===== config.mk =====
export PLATFORM = sky130hd
export DESIGN_NAME = dac
export DESIGN_NICKNAME = d
export VERILOG_FILES = /design/src/rtl/dac_pkg.sv /design/src/rtl/dac_fifo.sv /design/src/rtl/dac.sv
export SDC_FILE = /design/constraint.sdc
export NUM_CORES = 1
export LEC_CHECK = 0
export BUFFER_PORTS_ARGS = -buffer_cell sky130_fd_sc_hd__clkbuf_2
export CAP_MARGIN = 30
export CORE_MARGIN = 8
export CORE_UTILIZATION = 40
export DETAILED_ROUTE_END_ITERATION = 10
export GPL_ROUTABILITY_DRIVEN = 0
export PLACE_DENSITY_LB_ADDON = 0.2
export SYNTH_ARGS = -nofsm -noshare
export SYNTH_HDL_FRONTEND = slang
export SYNTH_SLANG_ARGS = --single-unit

===== constraint.sdc =====
create_clock -name clock -period 3.6 [get_ports clock]
set_input_delay 0.54 -clock clock [delete_from_list [all_inputs] [get_ports clock]]
set_output_delay 0.54 -clock clock [all_outputs]
set_load 0.005 [all_outputs]

===== src/rtl/dac_pkg.sv =====
// Shared definitions for the DAC playback engine.
//   - one-hot state encodings of the playback FSM
//   - power-up settle length in clock cycles
//   - sample order within a memory word (matches the ADC capture packing)
package dac_pkg;

    localparam int STATE_WIDTH = 5;

    typedef enum logic [STATE_WIDTH-1:0] {
        S_IDLE    = 5'b00001,
        S_POWERUP = 5'b00010,
        S_PLAY1   = 5'b00100,
        S_PLAY2   = 5'b01000,
        S_END     = 5'b10000
    } state_t;

    localparam int PWRUP_CYCLES = 32;

    // The first sample played from a word is its high byte.
    localparam bit HIGH_BYTE_FIRST = 1'b1;

endpackage


===== src/rtl/dac_fifo.sv =====
// Two-entry prefetch buffer between the memory read port and the sample
// player.
//   clock, reset_n : clock, asynchronous active-low reset
//   clear          : synchronous flush to empty
//   push, din      : write one word (ignored when full unless popping)
//   pop            : drop the head word (ignored when empty)
//   head           : oldest word, valid when count != 0
//   count          : number of words held, 0..2
module dac_fifo #(
    parameter int DATA_WIDTH = 16
) (
    input  logic                  clock,
    input  logic                  reset_n,
    input  logic                  clear,
    input  logic                  push,
    input  logic                  pop,
    input  logic [DATA_WIDTH-1:0] din,
    output logic [DATA_WIDTH-1:0] head,
    output logic [1:0]            count
);

    logic [DATA_WIDTH-1:0] entry0;
    logic [DATA_WIDTH-1:0] entry1;
    logic                  do_push;
    logic                  do_pop;

    assign do_pop  = pop && (count != 2'd0);
    assign do_push = push && ((count != 2'd2) || do_pop);
    assign head    = entry0;

    always_ff @(posedge clock or negedge reset_n) begin
        if (!reset_n) begin
            entry0 <= '0;
            entry1 <= '0;
            count  <= 2'd0;
        end else if (clear) begin
            entry0 <= '0;
            entry1 <= '0;
            count  <= 2'd0;
        end else begin
            case ({do_push, do_pop})
                2'b10: begin
                    if (count == 2'd0) entry0 <= din;
                    else               entry1 <= din;
                    count <= count + 2'd1;
                end
                2'b01: begin
                    entry0 <= entry1;
                    count  <= count - 2'd1;
                end
                2'b11: begin
                    // Simultaneous push/pop keeps the occupancy; the new word
                    // lands behind whatever survives the pop.
                    if (count == 2'd1) begin
                        entry0 <= din;
                    end else begin
                        entry0 <= entry1;
                        entry1 <= din;
                    end
                end
                default: ;
            endcase
        end
    end

endmodule


===== src/rtl/dac.sv =====
// Playback engine for the 8-bit DAC. On enable it powers the DAC up, reads
// the whole sample memory from word 0 to the last word over Avalon-MM and
// plays two samples per word, one per clock.
//   clock, reset_n     : system clock, asynchronous active-low reset
//   enable             : start request, honoured only while finished
//   done, underrun     : finished flag, sticky empty-buffer stall flag
//   mem_*              : Avalon-MM read master (byteenable fixed all-ones)
//   dac_pwrdwn         : DAC power-down, high while finished
//   dac_clock(_en)     : forwarded clock and its enable
//   dac_d              : registered sample
//
// state     | meaning
// ----------+-------------------------------------------------------------
// S_IDLE    | one cycle: clear address, buffer, flags, load settle timer
// S_POWERUP | DAC settling, prefetch running
// S_PLAY1   | drive first sample of head word, or stall if buffer empty
// S_PLAY2   | drive second sample of head word and pop it
// S_END     | finished, DAC powered down, waiting for enable
module dac
    import dac_pkg::*;
#(
    parameter int ADDR_WIDTH  = 20,
    parameter int DATA_WIDTH  = 16,
    parameter int BE_WIDTH    = DATA_WIDTH / 8,
    parameter int DAC_WIDTH   = 8,
    parameter int COUNT_WIDTH = 5
) (
    input  logic                  clock,
    input  logic                  reset_n,
    input  logic                  enable,
    output logic                  done,
    output logic                  underrun,
    output logic [ADDR_WIDTH-1:0] mem_address,
    output logic [BE_WIDTH-1:0]   mem_byteenable,
    output logic                  mem_read,
    input  logic [DATA_WIDTH-1:0] mem_readdata,
    input  logic                  mem_waitrequest,
    output logic                  dac_pwrdwn,
    output logic                  dac_clock,
    output logic                  dac_clock_en,
    output logic [DAC_WIDTH-1:0]  dac_d
);

    state_t                 state;
    state_t                 state_nxt;
    logic [COUNT_WIDTH-1:0] pwrup_counter;
    logic                   fetch_done;
    logic                   accept;
    logic                   last_word;
    logic                   fifo_clear;
    logic                   fifo_pop;
    logic [DATA_WIDTH-1:0]  head;
    logic [1:0]             count;
    logic [DAC_WIDTH-1:0]   first_sample;
    logic [DAC_WIDTH-1:0]   second_sample;

    assign mem_byteenable = '1;
    assign dac_clock      = clock;

    assign accept    = mem_read && !mem_waitrequest;
    assign last_word = fetch_done && (count == 2'd1);

    assign first_sample  = HIGH_BYTE_FIRST ? head[DATA_WIDTH-1 -: DAC_WIDTH] : head[DAC_WIDTH-1:0];
    assign second_sample = HIGH_BYTE_FIRST ? head[DAC_WIDTH-1:0] : head[DATA_WIDTH-1 -: DAC_WIDTH];

    dac_fifo #(
        .DATA_WIDTH (DATA_WIDTH)
    ) u_fifo (
        .clock   (clock),
        .reset_n (reset_n),
        .clear   (fifo_clear),
        .push    (accept),
        .pop     (fifo_pop),
        .din     (mem_readdata),
        .head    (head),
        .count   (count)
    );

    always_ff @(posedge clock or negedge reset_n) begin
        if (!reset_n) state <= S_END;
        else          state <= state_nxt;
    end

    always_comb begin
        state_nxt = state;
        unique case (state)
            S_IDLE:    state_nxt = S_POWERUP;
            S_POWERUP: if (pwrup_counter == '0) state_nxt = S_PLAY1;
            S_PLAY1:   if (count != 2'd0) state_nxt = S_PLAY2;
            S_PLAY2:   state_nxt = last_word ? S_END : S_PLAY1;
            S_END:     if (enable) state_nxt = S_IDLE;
            default:   state_nxt = S_END;
        endcase
    end

    // The request can only drop through fetch_done or a full buffer; during
    // a stall nothing is pushed, so once raised it holds until accepted.
    always_comb begin
        done         = (state == S_END);
        dac_pwrdwn   = (state == S_END);
        dac_clock_en = (state != S_END);
        fifo_clear   = (state == S_IDLE);
        fifo_pop     = (state == S_PLAY2);
        mem_read     = ((state == S_POWERUP) || (state == S_PLAY1) || (state == S_PLAY2))
                       && !fetch_done && (count < 2'd2);
    end

    always_ff @(posedge clock or negedge reset_n) begin
        if (!reset_n) begin
            mem_address   <= '0;
            fetch_done    <= 1'b0;
            underrun      <= 1'b0;
            dac_d         <= '0;
            pwrup_counter <= '0;
        end else begin
            // The last address stops the fetch rather than wrapping to 0.
            if (accept) begin
                if (&mem_address) fetch_done  <= 1'b1;
                else              mem_address <= mem_address + ADDR_WIDTH'(1);
            end
            case (state)
                S_IDLE: begin
                    mem_address   <= '0;
                    fetch_done    <= 1'b0;
                    underrun      <= 1'b0;
                    dac_d         <= '0;
                    pwrup_counter <= COUNT_WIDTH'(PWRUP_CYCLES - 1);
                end
                S_POWERUP: begin
                    if (pwrup_counter != '0) pwrup_counter <= pwrup_counter - COUNT_WIDTH'(1);
                end
                S_PLAY1: begin
                    if (count != 2'd0) dac_d    <= first_sample;
                    else               underrun <= 1'b1;
                end
                S_PLAY2: begin
                    dac_d <= second_sample;
                end
                default: ;
            endcase
        end
    end

endmodule

==> results.json <==
{
  "outcome": "finished clean",
  "wl_per_cell_um": 16.2,
  "rsz0062_at_grt": "false",
  "fill_cells": 869,
  "drtAntennaViolNets": 0,
  "die_area_mm2": 0.0125,
  "io_pins": 56,
  "core-area_mm2": 0.00906,
  "layout-drive-gt1-share_pct": 20.7,
  "setup_viol": 0,
  "totalWireLength_um": 8920,
  "worstPathMaxFanout": 11,
  "slew_headroom_pct": 39.8,
  "cts_root_buf": "clkbuf_8",
  "hold_path.class": "in2async",
  "crit_top_cell": "clkbuf_8",
  "nets": 460,
  "fin_tns_setup_ns": 0,
  "postCtsSetupBuffers": 0,
  "path_buf_inv": 3,
  "grt_antenna_before_repair": 0,
  "synthToLayoutAreaGrowth_pct": 17.0,
  "drc": 0,
  "path_clk_slew_ns": 0.08,
  "grt_pass1_vias": 2889,
  "final_hold_viol_count": 0,
  "critPathSlowestCell": "clkbuf_8",
  "finalInstanceArea_mm2": 0.00428,
  "initialDrtViolationCount": 154,
  "post-route-util_pct": 47.2,
  "cts_resized": 0,
  "async_flop_share_pct": 100,
  "slew_viol_final": 0,
  "h-tree-depth": 3,
  "ys_ff_latch": 74,
  "synth_common_cells": "73 x dfrtp_1, 70 x nand2_1, 27 x nor2_1",
  "grt_overflow": 0,
  "cp_cell_sequence": "clkbuf_8 > clkbuf_8 > clkbuf_2",
  "worst_setup_path_start_kind": "clock port",
  "cap_viol_max_count": 0,
  "synth.cell_area_mm2": 0.00366,
  "grt_start_max_net_pins": 75,
  "cpPeakStageDelay_ns": 0.17,
  "power_density_mw_per_mm2": 653,
  "r2r-end": "u_fifo.entry1[12]$_DFFE_PN0P_",
  "synth_top_area_share_pct": 49.9,
  "vdd_drop_max_uv": 339,
  "cts_made_buffers": 9,
  "path_class": "clk2out",
  "firstDrtPassIters": 4,
  "skew_ns": 0.00964,
  "syn_avg_cell_area_um2": 9.65,
  "synthTopCellsByArea": "dfrtp_1 50%, nand2_1 7.2%, a22oi_1 4.9%",
  "rr_worst_depth": 7,
  "routed.top_layer": "met4",
  "die_y_um": 112,
  "met1_length_um": 4400,
  "crit_family": "buffers and inverters",
  "yosysMostFrequentCell": "dfrtp_1",
  "dr_wl_met2_um": 3990,
  "r2r_slack_ns": 1.02,
  "dpl_cell_area_mm2": 0.00402,
  "synth_seq_area_share_pct": 50.7,
  "routed_via_density": 5.41,
  "grt_pass1_wl_um": 14900,
  "wl_met3_um": 378,
  "insertion_delay_ns": 0.35,
  "numPortBuffers": 53,
  "synth.distinct_cells": 52,
  "yosys.area.top_type": "dfrtp_1",
  "ys.flop_type": "dfrtp_1",
  "antenna_cells": 0,
  "ys_warn_count": 0,
  "start_util_pct": 40.3,
  "clockBufferDepth": 2,
  "rr_startpoint": "state[2]$_DFFE_PN0P_",
  "synth_edf_count": 0,
  "fp-row-count": 35,
  "gr-usage-all-layers_pct": 14.7,
  "tightest_slew_ns": 0.903,
  "dp_hpwl_um": 6110,
  "cts_tree": "done",
  "crit_required_ns": 3.06,
  "vias": 2976,
  "arrival_ns": 2.24,
  "dieWidth_um": 112,
  "leakage_nw": 1.98,
  "netlist_instances": 379,
  "ctsHoldBuffers": 0,
  "cp-end-kind": "output port"
}
-- metrics by stage --
| step | setup slack (ns) | power, W | std cells | hold slack, ns |
|---|---|---|---|---|
| global placement | 1.08 | 0.00206 | 532 | 0.449 |
| floorplan | 1.15 | 0.00181 | 380 | 0.244 |
| detailed placement | 1.03 | 0.00209 | 532 | 0.451 |
| finish | 0.819 | 0.00279 | 550 | 0.0647 |
| global route | 0.792 | 0.00301 | 550 | 0.0523 |
| CTS | 0.807 | 0.00281 | 548 | 0.392 |
-- state kept, by name (all words and copies together), names as in the netlist --
name and flops:
fetch_done 1, state 5, u_fifo.head 16, u_fifo.entry1 16, underrun 1, u_fifo.count 2
dac_d 8, pwrup_counter 5, mem_address 20
-- worst max-delay path by stage --
stage,start,endpoint,depth (start not counted)
CTS,clock,dac_clock,3
global route,clock,dac_clock,3
finish,clock,dac_clock,3
detailed placement,state[2]$_DFFE_PN0P_,u_fifo.entry1[12]$_DFFE_PN0P_,7
global placement,state[3]$_DFFE_PN0P_,mem_address[15]$_DFFE_PN0P_,5
floorplan,clock,dac_clock,1
-- logic make-up after synthesis --
logic type               Yosys count  synth area share [%]
AND/OR/NAND/NOR                  152                  20.1
AO/OA/AOI/OAI                     96                  18.3
flip-flops                        74                  50.7
buffers and inverters             33                  4.21
multiplexers                      13                  3.59
adder cells (fa/ha/maj)            6                  2.05
XOR/XNOR                           4                 0.958
other                              1                 0.103
-- layout by cell type, fill, tap and decap left out, types with 4 or more instances in the layout --
master / count
nor2_1: 27
clkbuf_8: 9
or3_1: 10
o211ai_1: 4
o21ai_1: 9
and3_1: 4
clkbuf_2: 52
or4_1: 4
inv_1: 13
o21ai_0: 12
nand2_1: 70
o31ai_1: 4
buf_4: 8
nor3_1: 5
dfrtp_1: 73
and2_1: 4
nand3_1: 6
nand4_1: 4
mux2i_1: 12
a21oi_1: 26
nand2b_1: 5
a22oi_1: 24
ha_1: 6
-- per-layer routing --
| metal | global-route usage, % | vias to the layer above |
|---|---|---|
| met5 | 0 | - |
| met1 | 20.1 | 1444 |
| met2 | 21.9 | 62 |
| met3 | 3.63 | 12 |
| li1 | - | 1458 |
| met4 | 5.83 | 0 |
-- report_power, final --
part | total, W | switching (W) | leakage [nW] | internal [W]
sequential | 0.00129 | 0.000200 | 0.980 | 0.00109
clock | 0.000733 | 0.000334 | 0.103 | 0.000399
combinational | 0.000770 | 0.000436 | 0.895 | 0.000334
-- area by class of cell --
type / count / area [um2] / share of cell area [%]
Timing Repair Buffer: 62 / 363 / 8.48
Inverter: 13 / 48.8 / 1.14
Multi-Input combinational cell: 273 / 1650 / 38.7
Clock inverter: 6 / 88.8 / 2.08
Sequential cell: 74 / 1850 / 43.3
Clock buffer: 11 / 133 / 3.10
Tap cell: 111 / 139 / 3.25
No activity file was read; power rests on OpenSTA's default activity.
